$ cat src/rtl/serial_sched_pkg.sv
// Shared types for the serial transmit scheduler: frame-sequencer states and id-width helper.
package serial_sched_pkg;

    typedef enum logic [2:0] {
        IDLE,
        START,
        ID,
        LEN,
        DATA,
        PAR,
        GAP
    } schedState_e;

    function automatic int calcIdW(input int numReq);
        return (numReq > 1) ? $clog2(numReq) : 1;
    endfunction

endpackage

$ cat src/rtl/serial_tx_scheduler_if.sv
// Requester-side bus of the serial transmit scheduler: request/length/data in, grant/done/serial line out.
interface serial_tx_scheduler_if #(
    parameter int NUM_REQ = 4,
    parameter int LEN_W   = 4,
    parameter int DATA_W  = 16
);
    logic [NUM_REQ-1:0]        req;
    logic [NUM_REQ*LEN_W-1:0]  len;
    logic [NUM_REQ*DATA_W-1:0] data;
    logic [NUM_REQ-1:0]        grant;
    logic [NUM_REQ-1:0]        done;
    logic                      ser_out;
    logic                      bit_strobe;
    logic                      busy;

    modport master (
        output req, len, data,
        input  grant, done, ser_out, bit_strobe, busy
    );

    modport slave (
        input  req, len, data,
        output grant, done, ser_out, bit_strobe, busy
    );
endinterface

$ cat src/rtl/serial_tx_scheduler_bit_timer.sv
// Serial bit timer: counts BIT_DIV clocks per bit, flags the last cycle and the mid-bit strobe cycle.
module serial_bit_timer #(
    parameter int BIT_DIV = 4
) (
    input  logic clk,
    input  logic rst,
    input  logic i_clear,
    input  logic i_en,
    output logic o_bitEnd,
    output logic o_mid
);
    localparam int CNT_W = (BIT_DIV > 1) ? $clog2(BIT_DIV) : 1;

    logic [CNT_W-1:0] r_cnt;

    assign o_bitEnd = i_en && (r_cnt == CNT_W'(BIT_DIV - 1));
    assign o_mid    = i_en && (r_cnt == CNT_W'(BIT_DIV / 2));

    always_ff @(posedge clk or negedge rst) begin
        if (!rst) begin
            r_cnt <= '0;
        end else if (i_clear || !i_en || o_bitEnd) begin
            r_cnt <= '0;
        end else begin
            r_cnt <= r_cnt + CNT_W'(1);
        end
    end

endmodule

$ cat src/rtl/serial_tx_scheduler.sv
// Round-robin scheduler serialising one frame (start, id, length, data) per grant onto a shared link.
// Optional even-parity bit after DATA when SERIAL_SCHED_PARITY_EN is defined.
module serial_tx_scheduler
    import serial_sched_pkg::*;
#(
    parameter int NUM_REQ = 4,
    parameter int LEN_W   = 4,
    parameter int DATA_W  = 16,
    parameter int BIT_DIV = 4
) (
    input logic                  clk,
    input logic                  rst,
    serial_tx_scheduler_if.slave bus
);
    localparam int ID_W  = calcIdW(NUM_REQ);
    localparam int IDX_W = (ID_W > LEN_W) ? ID_W : LEN_W;

    schedState_e        r_state;
    logic [NUM_REQ-1:0] r_grant;
    logic               r_busy;
    logic               r_serOut;
    logic               r_par;
    logic [ID_W-1:0]    r_owner;
    logic [ID_W-1:0]    r_ptr;
    logic [ID_W-1:0]    r_idSh;
    logic [LEN_W-1:0]   r_len;
    logic [LEN_W-1:0]   r_lenSh;
    logic [DATA_W-1:0]  r_dataSh;
    logic [IDX_W-1:0]   r_left;

    logic                 w_bitEnd;
    logic                 w_mid;
    logic                 w_found;
    logic                 w_grantNow;
    logic [ID_W-1:0]      w_pick;
    logic [ID_W-1:0]      w_base;
    logic [ID_W-1:0]      w_nextPtr;
    logic [2*NUM_REQ-1:0] w_rot;
    logic [LEN_W-1:0]     w_lenArr  [NUM_REQ];
    logic [DATA_W-1:0]    w_dataArr [NUM_REQ];
    schedState_e          w_tailState;
    logic                 w_tailBit;

    serial_bit_timer #(.BIT_DIV(BIT_DIV)) u_timer (
        .clk      (clk),
        .rst      (rst),
        .i_clear  (w_grantNow),
        .i_en     (r_state != IDLE),
        .o_bitEnd (w_bitEnd),
        .o_mid    (w_mid)
    );

    assign w_nextPtr = (r_owner == ID_W'(NUM_REQ - 1)) ? '0 : r_owner + ID_W'(1);
    // In the final GAP cycle the pointer has not moved yet, so arbitrate from owner+1 directly.
    assign w_base    = (r_state == GAP) ? w_nextPtr : r_ptr;
    assign w_rot     = {bus.req, bus.req} >> w_base;

    always_comb begin
        int sum;
        sum     = 0;
        w_found = 1'b0;
        w_pick  = '0;
        for (int k = 0; k < NUM_REQ; k++) begin
            if (!w_found && w_rot[k]) begin
                w_found = 1'b1;
                sum     = int'(w_base) + k;
                if (sum >= NUM_REQ) sum = sum - NUM_REQ;
                w_pick  = ID_W'(sum);
            end
        end
    end

    always_comb begin
        for (int i = 0; i < NUM_REQ; i++) begin
            w_lenArr[i]  = bus.len[i*LEN_W +: LEN_W];
            w_dataArr[i] = bus.data[i*DATA_W +: DATA_W];
        end
    end

    assign w_grantNow = w_found && ((r_state == IDLE) || ((r_state == GAP) && w_bitEnd));

`ifdef SERIAL_SCHED_PARITY_EN
    // Parity bit makes the count of ones over ID, LEN and DATA even.
    assign w_tailState = PAR;
    assign w_tailBit   = r_par;
`else
    assign w_tailState = GAP;
    assign w_tailBit   = 1'b1;
`endif

    // Payload is left-aligned at grant so DATA always shifts out of the MSB.
    always_ff @(posedge clk or negedge rst) begin
        if (!rst) begin
            r_state  <= IDLE;
            r_grant  <= '0;
            r_busy   <= 1'b0;
            r_serOut <= 1'b1;
            r_par    <= 1'b0;
            r_owner  <= '0;
            r_ptr    <= '0;
            r_idSh   <= '0;
            r_len    <= '0;
            r_lenSh  <= '0;
            r_dataSh <= '0;
            r_left   <= '0;
        end else begin
            if (w_grantNow) begin
                r_state  <= START;
                r_grant  <= NUM_REQ'(1) << w_pick;
                r_busy   <= 1'b1;
                r_serOut <= 1'b0;
                r_par    <= 1'b0;
                r_owner  <= w_pick;
                r_idSh   <= w_pick;
                r_len    <= w_lenArr[w_pick];
                r_lenSh  <= w_lenArr[w_pick];
                r_dataSh <= w_dataArr[w_pick] << (DATA_W - int'(w_lenArr[w_pick]));
            end else if (w_bitEnd) begin
                case (r_state)
                    START: begin
                        r_state  <= ID;
                        r_serOut <= r_idSh[ID_W-1];
                        r_par    <= r_par ^ r_idSh[ID_W-1];
                        r_idSh   <= r_idSh << 1;
                        r_left   <= IDX_W'(ID_W - 1);
                    end
                    ID: begin
                        if (r_left == '0) begin
                            r_state  <= LEN;
                            r_serOut <= r_lenSh[LEN_W-1];
                            r_par    <= r_par ^ r_lenSh[LEN_W-1];
                            r_lenSh  <= r_lenSh << 1;
                            r_left   <= IDX_W'(LEN_W - 1);
                        end else begin
                            r_serOut <= r_idSh[ID_W-1];
                            r_par    <= r_par ^ r_idSh[ID_W-1];
                            r_idSh   <= r_idSh << 1;
                            r_left   <= r_left - IDX_W'(1);
                        end
                    end
                    LEN: begin
                        if (r_left != '0) begin
                            r_serOut <= r_lenSh[LEN_W-1];
                            r_par    <= r_par ^ r_lenSh[LEN_W-1];
                            r_lenSh  <= r_lenSh << 1;
                            r_left   <= r_left - IDX_W'(1);
                        end else if (r_len == '0) begin
                            r_state  <= w_tailState;
                            r_serOut <= w_tailBit;
                        end else begin
                            r_state  <= DATA;
                            r_serOut <= r_dataSh[DATA_W-1];
                            r_par    <= r_par ^ r_dataSh[DATA_W-1];
                            r_dataSh <= r_dataSh << 1;
                            r_left   <= IDX_W'(r_len) - IDX_W'(1);
                        end
                    end
                    DATA: begin
                        if (r_left == '0) begin
                            r_state  <= w_tailState;
                            r_serOut <= w_tailBit;
                        end else begin
                            r_serOut <= r_dataSh[DATA_W-1];
                            r_par    <= r_par ^ r_dataSh[DATA_W-1];
                            r_dataSh <= r_dataSh << 1;
                            r_left   <= r_left - IDX_W'(1);
                        end
                    end
                    PAR: begin
                        r_state  <= GAP;
                        r_serOut <= 1'b1;
                    end
                    GAP: begin
                        r_state <= IDLE;
                        r_grant <= '0;
                        r_busy  <= 1'b0;
                    end
                    default: begin
                        r_state  <= IDLE;
                        r_serOut <= 1'b1;
                    end
                endcase
            end
            if ((r_state == GAP) && w_bitEnd) r_ptr <= w_nextPtr;
        end
    end

    assign bus.grant      = r_grant;
    assign bus.busy       = r_busy;
    assign bus.ser_out    = r_serOut;
    assign bus.bit_strobe = w_mid && (r_state != GAP);
    assign bus.done       = ((r_state == GAP) && w_bitEnd) ? r_grant : '0;

endmodule

$ cat src/flat_wrapper.sv
// flat-port wrapper written by rule: the top's interface ports become plain ports
module serial_tx_scheduler_flat import serial_sched_pkg::*;
#(
    parameter int NUM_REQ = 4,
    parameter int LEN_W   = 4,
    parameter int DATA_W  = 16,
    parameter int BIT_DIV = 4
)
  (clk, rst, bus_req, bus_len, bus_data, bus_grant, bus_done, bus_ser_out, bus_bit_strobe, bus_busy);
  serial_tx_scheduler_if #(.NUM_REQ(NUM_REQ), .LEN_W(LEN_W), .DATA_W(DATA_W)) bus_i ();
  input logic clk;
  input logic rst;
  input wire logic [$bits(bus_i.req)-1:0] bus_req;
  input wire logic [$bits(bus_i.len)-1:0] bus_len;
  input wire logic [$bits(bus_i.data)-1:0] bus_data;
  output wire logic [$bits(bus_i.grant)-1:0] bus_grant;
  output wire logic [$bits(bus_i.done)-1:0] bus_done;
  output wire logic [$bits(bus_i.ser_out)-1:0] bus_ser_out;
  output wire logic [$bits(bus_i.bit_strobe)-1:0] bus_bit_strobe;
  output wire logic [$bits(bus_i.busy)-1:0] bus_busy;
  assign bus_i.req = bus_req;
  assign bus_i.len = bus_len;
  assign bus_i.data = bus_data;
  assign bus_grant = bus_i.grant;
  assign bus_done = bus_i.done;
  assign bus_ser_out = bus_i.ser_out;
  assign bus_bit_strobe = bus_i.bit_strobe;
  assign bus_busy = bus_i.busy;
  serial_tx_scheduler #(.NUM_REQ(NUM_REQ), .LEN_W(LEN_W), .DATA_W(DATA_W), .BIT_DIV(BIT_DIV)) u_core (.clk(clk), .rst(rst), .bus(bus_i));
endmodule
$ cat config.mk
export PLATFORM = sky130hd
export DESIGN_NAME = serial_tx_scheduler_flat
export DESIGN_NICKNAME = d
export VERILOG_FILES = /design/src/rtl/serial_sched_pkg.sv /design/src/rtl/serial_tx_scheduler_if.sv /design/src/rtl/serial_tx_scheduler_bit_timer.sv /design/src/rtl/serial_tx_scheduler.sv /design/src/flat_wrapper.sv
export SDC_FILE = /design/constraint.sdc
export NUM_CORES = 1
export LEC_CHECK = 0
export CORE_MARGIN = 2
export CORE_UTILIZATION = 46
export CTS_CLUSTER_DIAMETER = 120
export DETAILED_ROUTE_END_ITERATION = 10
export PLACE_DENSITY = 0.78
export SYNTH_ARGS = -nofsm -noshare
export SYNTH_HDL_FRONTEND = slang
export SYNTH_SLANG_ARGS = --single-unit
$ cat constraint.sdc
create_clock -name clk -period 3.95 [get_ports clk]
set_input_delay 0.5925 -clock clk [delete_from_list [all_inputs] [get_ports clk]]
set_output_delay 0.5925 -clock clk [all_outputs]
set_load 0.05 [all_outputs]
* Yosys cells after proc, flatten, opt, wreduce, memory -nomap -nowiden *
Index checks and enable logic that the tools add are counted.

storage, ports and cells
  output and inout bits = 11
  flip-flop bits (word level) = 45
  word-level logic and storage cells = 149
  input port bits = 86

cells by class
  shift-type cells = 3
  reductions and logical operators = 33
  equality and inequality tests = 20
  add/sub/neg operators = 12
  magnitude comparators = 5
  mux-type cells = 62
  bitwise gates (word level) = 2

operators by type and width
  operator                                                             number
  16-bit 2-to-1 mux                                                    7
  4-bit 2-to-1 mux                                                     14
  16-bit binary-select mux with 2-bit select                           1
  16-bit case mux with 2 select lines                                  1
  16-bit by 32-bit << shifter with 16-bit output                       1
  2-bit 2-to-1 mux                                                     15
  4-bit case mux with 4 select lines                                   1
  3-bit 2-to-1 mux                                                     5
  3-bit != test (second input constant)                                5
  3-bit case mux with 5 select lines                                   1
  1-bit 2-to-1 mux                                                     13
  3-bit greater-or-equal comparator (second input constant)            4
  3-bit by 2-bit != test with 1-bit output (second input constant)     4
  3-bit nonzero test                                                   4
  5-bit AND reduction                                                  2
  3-bit equality test (second input constant)                          3
  4-bit binary-select mux with 2-bit select                            1
  1-bit logical AND                                                    8
  4-bit logical NOT                                                    2
  4-bit case mux with 2 select lines                                   1
  4-bit AND reduction                                                  2
  4-bit nonzero test                                                   2
  8-bit by 2-bit >> shifter with 4-bit output                          1
  2-bit by 1-bit subtractor with 2-bit output (second input constant)  4
  other kinds (21)                                                     35

* Logic depth before layout (Yosys ltp) *
Gate-level depths: netlist of the first run.

  depth after elaboration = 21
  gate-level depth with buffers = 18
  mapped depth without buffers = 14

* Hierarchy *
From an unflattened synthesis of the first run, not the netlist that was laid out.

unflattened totals
  cells, all modules = 505
  area total of the unflattened synthesis = 4101.4 um2

by module, submodules not included
  module               cells each  area each (um2)  sequential area each (um2)  instances
  serial_tx_scheduler  496         3992.6           1077.3                      1
  serial_bit_timer     9           108.9            50.0                        1

* Worst setup path after synthesis of the first run *
Ideal clock, no wire load.

  path kind = register to register
  start = register u_core.r_owner[0]
  end = register u_core.r_dataSh[15]
  cell stages (with the launch flop) = 16
  period minus slack after synthesis = 3975 ps
  slack = -25 ps
  data required time = 3867 ps
  data arrival time = 3892 ps
  library setup time = 83 ps
  buffers on the path = 4
  cells stage by stage = dfrtp_1 ha_1 nor2_1 and3b_1 o21a_1 a211o_1 buf_6 mux4_2 clkinv_4 buf_12 ha_1 clkbuf_1 inv_1 clkbuf_1 mux4_2 o22ai_1

on the way
  longest elaborated chain between the ends = 21
  elaborated cells on any way between the ends = 51
  classes of those cells = add/sub: 9; order compare: 4; eq/ne: 4; shift: 2; mux: 21; bitwise: 1; reduce/logical: 10

RTL lines
  what                                                                                                  RTL line                    source
  start, declared                                                                                       serial_tx_scheduler.sv:23   logic [ID_W-1:0] r_owner;
  start signal, assigned                                                                                serial_tx_scheduler.sv:113  r_owner <= w_pick;
  2-bit by 1-bit adder with 2-bit output or 2-bit equality test (tied branches)                         serial_tx_scheduler.sv:53   assign w_nextPtr = (r_owner == ID_W'(NUM_REQ - 1)) ? '0 : r_owner + ID_W'(1);
  2-bit 2-to-1 mux (*)                                                                                  serial_tx_scheduler.sv:53
  2-bit 2-to-1 mux (*)                                                                                  serial_tx_scheduler.sv:55   assign w_base = (r_state == GAP) ? w_nextPtr : r_ptr;
  parallel branches: the longest is 18 deep, another holds 5-bit by 4-bit subtractor with 6-bit output  --
  end signal, assigned                                                                                  serial_tx_scheduler.sv:117  r_dataSh <= w_dataArr[w_pick] << (DATA_W - int'(w_lenArr[w_pick]));
  end signal, assigned                                                                                  serial_tx_scheduler.sv:154  r_dataSh <= r_dataSh << 1;
  end signal, assigned                                                                                  serial_tx_scheduler.sv:165  r_dataSh <= r_dataSh << 1;
  end, declared                                                                                         serial_tx_scheduler.sv:28   logic [DATA_W-1:0] r_dataSh;

Mark *: on every way between the ends. The select of a mux whose other input is x is not followed.
A chain may end at the register's enable or synchronous reset.

* Final worst setup path of the first run *
  start = register u_core.r_owner[0]
  end = register u_core.r_dataSh[15]

on the way
  longest elaborated chain between the ends = 21
  elaborated cells on any way between the ends = 51
  classes of those cells = add/sub: 9; order compare: 4; eq/ne: 4; shift: 2; mux: 21; bitwise: 1; reduce/logical: 10

RTL lines
  what                                                                                                  RTL line                   source
  2-bit by 1-bit adder with 2-bit output or 2-bit equality test (tied branches)                         serial_tx_scheduler.sv:53
  2-bit 2-to-1 mux (*)                                                                                  serial_tx_scheduler.sv:53
  via u_core.w_nextPtr[1]                                                                               serial_tx_scheduler.sv:37  logic [ID_W-1:0] w_nextPtr;
  2-bit 2-to-1 mux (*)                                                                                  serial_tx_scheduler.sv:55
  parallel branches: the longest is 18 deep, another holds 5-bit by 4-bit subtractor with 6-bit output  --

Mark *: on every way through the listed nets, which the timed path passes. The select of a mux whose other input is x is not followed.

==> results of run 1 <==
cells by family after synthesis:
kind of cell / synth area share (%)
DFF: 28.3
and+or+nand+nor: 15.7
muxes: 21.6
xor gates and xnor gates: 1.54
adders and majority gates: 2.51
buffers and inverters: 6.06
AOI/OAI and AO/OA: 24.2
critical path, stage by stage (launching register included):
cell and delay, ps:
dfrtp_1 390, ha_1 350, or3b_2 500, mux2i_4 180, a221oi_1 110, and2_2 250, mux4_2 280, clkinv_4 50
ha_1 180, inv_1 90, a21oi_1 50, buf_4 140, buf_4 140, a211oi_1 250, nor2_1 100, mux4_2 460
o22ai_1 160
metal layers:
metal | wire length (um) | track usage (%) | vias to the layer above
li1 | - | - | 1903
met1 | 4730 | 32.7 | 1857
met2 | 5280 | 39.2 | 195
met3 | 791 | 3.03 | 23
met4 | 291 | 8.45 | 0
met5 | 0 | 0 | -
cells in the mapped netlist (all sizes together), types with 3 or more instances:
library cell	instances	area [sq um]
nand3	11	55.1
xnor2	5	43.8
inv	16	60.1
o21bai	3	33.8
and3	11	68.8
o21a	11	82.6
nor2b	4	25.0
nor2	25	93.8
nor3	10	50.1
ha	8	100
a21o	7	52.6
a22oi	3	22.5
a22o	3	26.3
o22ai	5	31.3
a211o	3	26.3
a21boi	4	30.0
o21ai	50	250
mux4	22	503
dfrtp	44	1100
nand2b	3	18.8
and2	4	25.0
mux2	7	78.8
a211oi	8	65.1
mux2i	28	280
a221oi	4	35.0
buf	12	116
o211ai	4	30.0
a21oi	20	100
nand2	53	199
clkbuf	15	56.3
state kept, by name, indices dropped and copies added (netlist names), 3 cells and up:
| register | count |
|---|---|
| u_core.r_len | 4 |
| u_core.r_dataSh | 16 |
| u_core.r_left | 4 |
| u_core.r_state | 3 |
| u_core.r_lenSh | 4 |
| u_core.bus.grant | 4 |
through the flow:
stage / area (sq um) / setup WS, ps / instances / hold slack [ps]
after floorplan: 3980 / 9.14 / 439 / 297
after global placement: 5270 / -32.7 / 662 / 454
after detailed placement: 5270 / -138 / 662 / 475
after CTS: 5370 / 23.3 / 670 / 484
after global routing: 5410 / 7.53 / 670 / 520
final: 5410 / 173 / 670 / 445
timing repair:
| item | CTS | global route |
|---|---|---|
| hold buffers | 0 | 0 |
| resized for setup | 1 | 8 |
| setup endpoints to repair | 2 | 9 |
final cells by class:
type / instances / area (sq um) / share of cell area [%]
Tap cell: 105 / 131 / 2.43
Multi-Input combinational cell: 350 / 2650 / 49.1
Inverter: 17 / 68.8 / 1.27
Clock inverter: 1 / 5.00 / 0.0926
Timing Repair Buffer: 145 / 1320 / 24.5
Sequential cell: 45 / 1130 / 20.9
Clock buffer: 7 / 96.3 / 1.78
where the power goes:
group,leakage [nW],switching [W],internal (W)
clock,0.0542,0.000163,0.000158
combinational,1.71,0.00147,0.00130
sequential,0.553,0.000138,0.000679
path summary, 6_finish.rpt:
path / start / to / slack (ps) / cells after the start
max reg2reg: u_core.r_owner[0]$_DFFE_PN0N_ / u_core.r_dataSh[15]$_DFFE_PN0P_ / 170 / 16
max: u_core.r_owner[0]$_DFFE_PN0N_ / u_core.r_dataSh[15]$_DFFE_PN0P_ / 170 / 16
min in group clk: u_core.u_timer.r_cnt[0]$_DFF_PN0_ / u_core.u_timer.r_cnt[0]$_DFF_PN0_ / 490 / 1
min reg2reg: u_core.u_timer.r_cnt[0]$_DFF_PN0_ / u_core.u_timer.r_cnt[0]$_DFF_PN0_ / 490 / 1
max in group asynchronous: rst / u_core.r_dataSh[2]$_DFFE_PN0P_ / 2880 / 1
min: rst / u_core.bus.busy$_DFFE_PN0P_ / 440 / 1
==> flow_metrics.tcl, run 1 <==
set metrics [dict create \
    status "complete, no violations" \
    clockRootBuffer "clkbuf_8" \
    cts_tree "built" \
    drv_slew 0 \
    seq_area_frac_synth_pct 28.3 \
    cts_max_level 2 \
    clk_pin_slew_ps 90 \
    synth-async-reset-ratio_pct 100 \
    portBuffers 96 \
    first_pass_iters 5 \
    relSlewSlack_pct 33.8 \
    numCtsBuffers 5 \
    synth_edf_count 0 \
    syn_avg_cell_area_sq_um 9.07 \
    setup_viol 0 \
    cp_max_fo 5 \
    n_antenna_cell 0 \
    rsz0062_at_grt "no" \
    power.total_w 0.00390 \
    ios 97 \
    clock-sinks 45 \
    final_cell_mix "clkdlybuf4s50_1 (95), nand2_1 (52), buf_4 (49)" \
    synth_cell_types 63 \
    vias 3978 \
    wl_um 11100 \
    synth-main-ff-cell "dfrtp_1" \
    num-nets-final 658 \
    grt_pass1_vias 3825 \
    yosys_register_bits 45 \
    fp.dieW_um 97.0 \
    start_kind "register" \
    tns_ps 0 \
    worstMarginPinSlew_ps 992 \
    min_period_ps 3780 \
    antenna_found_initial 0 \
    grt_max_degree 46 \
    required_ps 4170 \
    final_core_util_pct 65.1 \
    rows 33 \
    viasPerCell 5.94 \
    leakagePower_nw 2.32 \
    synthesis.nets 533 \
    netlist_area_sq_um 3980 \
    min_path_type "input pin to async pin" \
    synth_warnings 0 \
    hold_viol_final 0 \
    clock_path_buffers 2 \
    postCtsSetupRepairBufs 0 \
    power_density_nw_per_um2 722 \
    fin_skew_ps 11.0 \
    layout-drive-gt1-share_pct 18.1 \
    fill_cells 666 \
    crit_arrival_ps 4000 \
    crit_type "register to register" \
    drc_errors 0 \
    die_area_sq_um 9420 \
    grt_first_pass_wirelength_um 18700 \
    track_usage_pct 23.9 \
    cp-end-kind "register" \
    wl_per_cell_um 16.6 \
    areaGrowthSynthToFinish_pct 35.8 \
    max_cap_viol_count 0 \
    final_common_cell "clkdlybuf4s50_1" \
    die_h_um 97.0 \
    ant_nets 0 \
    start_util_pct 48.0 \
    drt_iter0_markers 296 \
    peakVddDrop_v 0.000269 \
    clk_latency_ps 300 \
    dp_hpwl_um 8940 \
    grt-ovfl-total 0 \
    place.gp.congestion 0.946 \
    fmax_ghz 0.265 \
    syn_inst 439 \
    post-route-period-util_pct 95.6 \
    core_region_area_sq_um 8300 \
]
(Power assumes the default switching activity.)
==> run 2, diff against run 1 <==
Settings changed: PLACE_DENSITY 0.78 to default, PLACE_DENSITY_LB_ADDON from default to 0.3.
==> run 2 against run 1 <==
Against the previous run:
- via count is 1.1% higher
- non-clock buffer count is 6 lower
- critical path type unchanged
- global-route usage up 0.093 points
==> flow_metrics.tcl, run 2 (synthesis gave the netlist of run 1 again) <==
set metrics [dict create \
    vias 4022 \
    peakVddDrop_v 0.000305 \
    fp.dieW_um 97.0 \
    portBuffers 96 \
    crit_slowest_cell "mux4_2" \
    areaGrowthSynthToFinish_pct 33.6 \
    switching_share_pct 45.9 \
    core_region_area_sq_um 8300 \
    regArea_sq_um 1130 \
    ant_nets 0 \
    power_density_nw_per_um2 714 \
    clk_latency_ps 300 \
    dp.cells 656 \
    first_pass_iters 5 \
    drv_slew 0 \
    final_cell_mix "clkdlybuf4s50_1 (95), nand2_1 (52), o21ai_0 (46)" \
    grt-ovfl-total 0 \
    wl_met3_um 774 \
    cts_resized 0 \
    dp_hpwl_um 8860 \
    wl_per_cell_um 16.8 \
    r2r-start "u_core.r_owner[1]$_DFFE_PN0N_" \
    clockRootBuffer "clkbuf_8" \
    drt_iter0_markers 225 \
    start_util_pct 48.0 \
    min_path_type "input pin to async pin" \
    required_ps 4160 \
    die_area_sq_um 9420 \
    fmax_ghz 0.267 \
    wl_um 11200 \
    largest_reg_flops 16 \
    start_kind "register" \
    final_core_util_pct 64.1 \
    grt_pass1_vias 4085 \
    multi_input_area_sq_um 2630 \
    fin_area_sq_um 5320 \
    crit_type "register to register" \
    cp_max_fo 6 \
    rows 33 \
    status "complete, no violations" \
    crit_start "u_core.r_owner[1]$_DFFE_PN0N_" \
    hold_viol_final 0 \
    cts_tree "built" \
    die_h_um 97.0 \
    clock_path_buffers 2 \
    grt_max_degree 46 \
    track_usage_pct 24.0 \
    topRoutingLayerUsed "met4" \
    internal-power_w 0.00206 \
    power.total_w 0.00380 \
    clock-sinks 45 \
    min_period_ps 3740 \
    fill_cells 706 \
    largest_register "u_core.r_dataSh" \
    setup_viol 0 \
    fin_skew_ps 12.4 \
    num-nets-final 652 \
    placed_area_sq_um 5220 \
    antenna_found_initial 0 \
    crit_chain "ha_1 > or3b_2 > mux2i_1 > a221oi_1 > and2_4 > mux4_2 > clkinv_4 > ha_1 > inv_1 > a21o_1 > nand2_2 > mux2_2 > mux4_2 > o22ai_1" \
    fin_cells 664 \
    tns_ps 0 \
    numCtsBuffers 5 \
    leakagePower_nw 2.27 \
    crit_arrival_ps 3950 \
    met1_length_um 4770 \
    worstMarginPinSlew_ps 1070 \
    max_cap_viol_count 0 \
    ctsHoldBuffers 0 \
    relSlewSlack_pct 28.4 \
    power.switching_w 0.00174 \
    drc_errors 0 \
    post-route-period-util_pct 94.7 \
    slowest_delay_ps 460 \
    viasPerCell 6.06 \
    comb_power_share_pct 71.3 \
    pwr-share-seq_pct 21.4 \
    place.gp.congestion 0.947 \
    cts_max_level 2 \
    layout-drive-gt1-share_pct 16.5 \
    cp-end-kind "register" \
    clk_pin_slew_ps 90 \
    postCtsSetupRepairBufs 0 \
    final_common_cell "clkdlybuf4s50_1" \
    ios 97 \
    grt_first_pass_wirelength_um 18900 \
    power_frac_clock_pct 7.3 \
    n_antenna_cell 0 \
    wl_met2_um 5410 \
]
run 2: cell types whose count changed in the layout (fill, tap and decap cells not counted), sizes merged:
cell	change
clkbuf	-1
buf	-6
clkinv	+1
run 2: critical path, delay by kind of cell, from the launching register on:
family	cells	cell delay, ps
AOI/OAI and AO/OA	3	490
adders and majority gates	2	470
buffers and inverters	2	130
DFF	1	390
muxes	4	1390
and+or+nand+nor	3	790
run 2: stage by stage:
| stage | setup WS [ps] | hold slack (ps) |
|---|---|---|
| 2_1_floorplan | 9.14 | 297 |
| 3_3_place_gp | 14.1 | 457 |
| 3_5_place_dp | -60.8 | 468 |
| 4_1_cts | 103 | 481 |
| 5_1_grt | -4.85 | 504 |
| 6_report | 210 | 453 |
run 2: final timing paths:
kind / to / slack [ps] / cells past startpoint
hold reg to reg: u_core.u_timer.r_cnt[0]$_DFF_PN0_ / 480 / 1
min in group clk: u_core.u_timer.r_cnt[0]$_DFF_PN0_ / 480 / 1
max in group asynchronous: u_core.r_lenSh[0]$_DFFE_PN0P_ / 2870 / 1
setup reg to reg: u_core.r_dataSh[15]$_DFFE_PN0P_ / 210 / 14
setup / recovery: u_core.r_dataSh[15]$_DFFE_PN0P_ / 210 / 14
hold / removal: u_core.u_timer.r_cnt[0]$_DFF_PN0_ / 450 / 1
run 2: power by group through the flow:
| stage | Combinational (W) | Clock (W) | Sequential [W] |
|---|---|---|---|
| after global routing | 0.00298 | 0.000302 | 0.000840 |
| after floorplan | 0.00186 | 0 | 0.000860 |
| final | 0.00271 | 0.000278 | 0.000813 |
| after detailed placement | 0.00266 | 0 | 0.000817 |
| after CTS | 0.00267 | 0.000283 | 0.000811 |
| after global placement | 0.00262 | 0 | 0.000808 |
run 2: layout make-up:
| class | instances | area share (%) |
|---|---|---|
| Tap cell | 105 | 2.47 |
| Sequential cell | 45 | 21.2 |
| Clock inverter | 2 | 0.188 |
| Inverter | 17 | 1.29 |
| Timing Repair Buffer | 139 | 24.0 |
| Clock buffer | 6 | 1.36 |
| Multi-Input combinational cell | 350 | 49.5 |
run 2: per-layer routing:
layer	global-route usage, %	up-vias
met5	0	-
met4	6.28	0
met3	3.03	16
met2	42.4	190
met1	31.0	1929
li1	-	1887
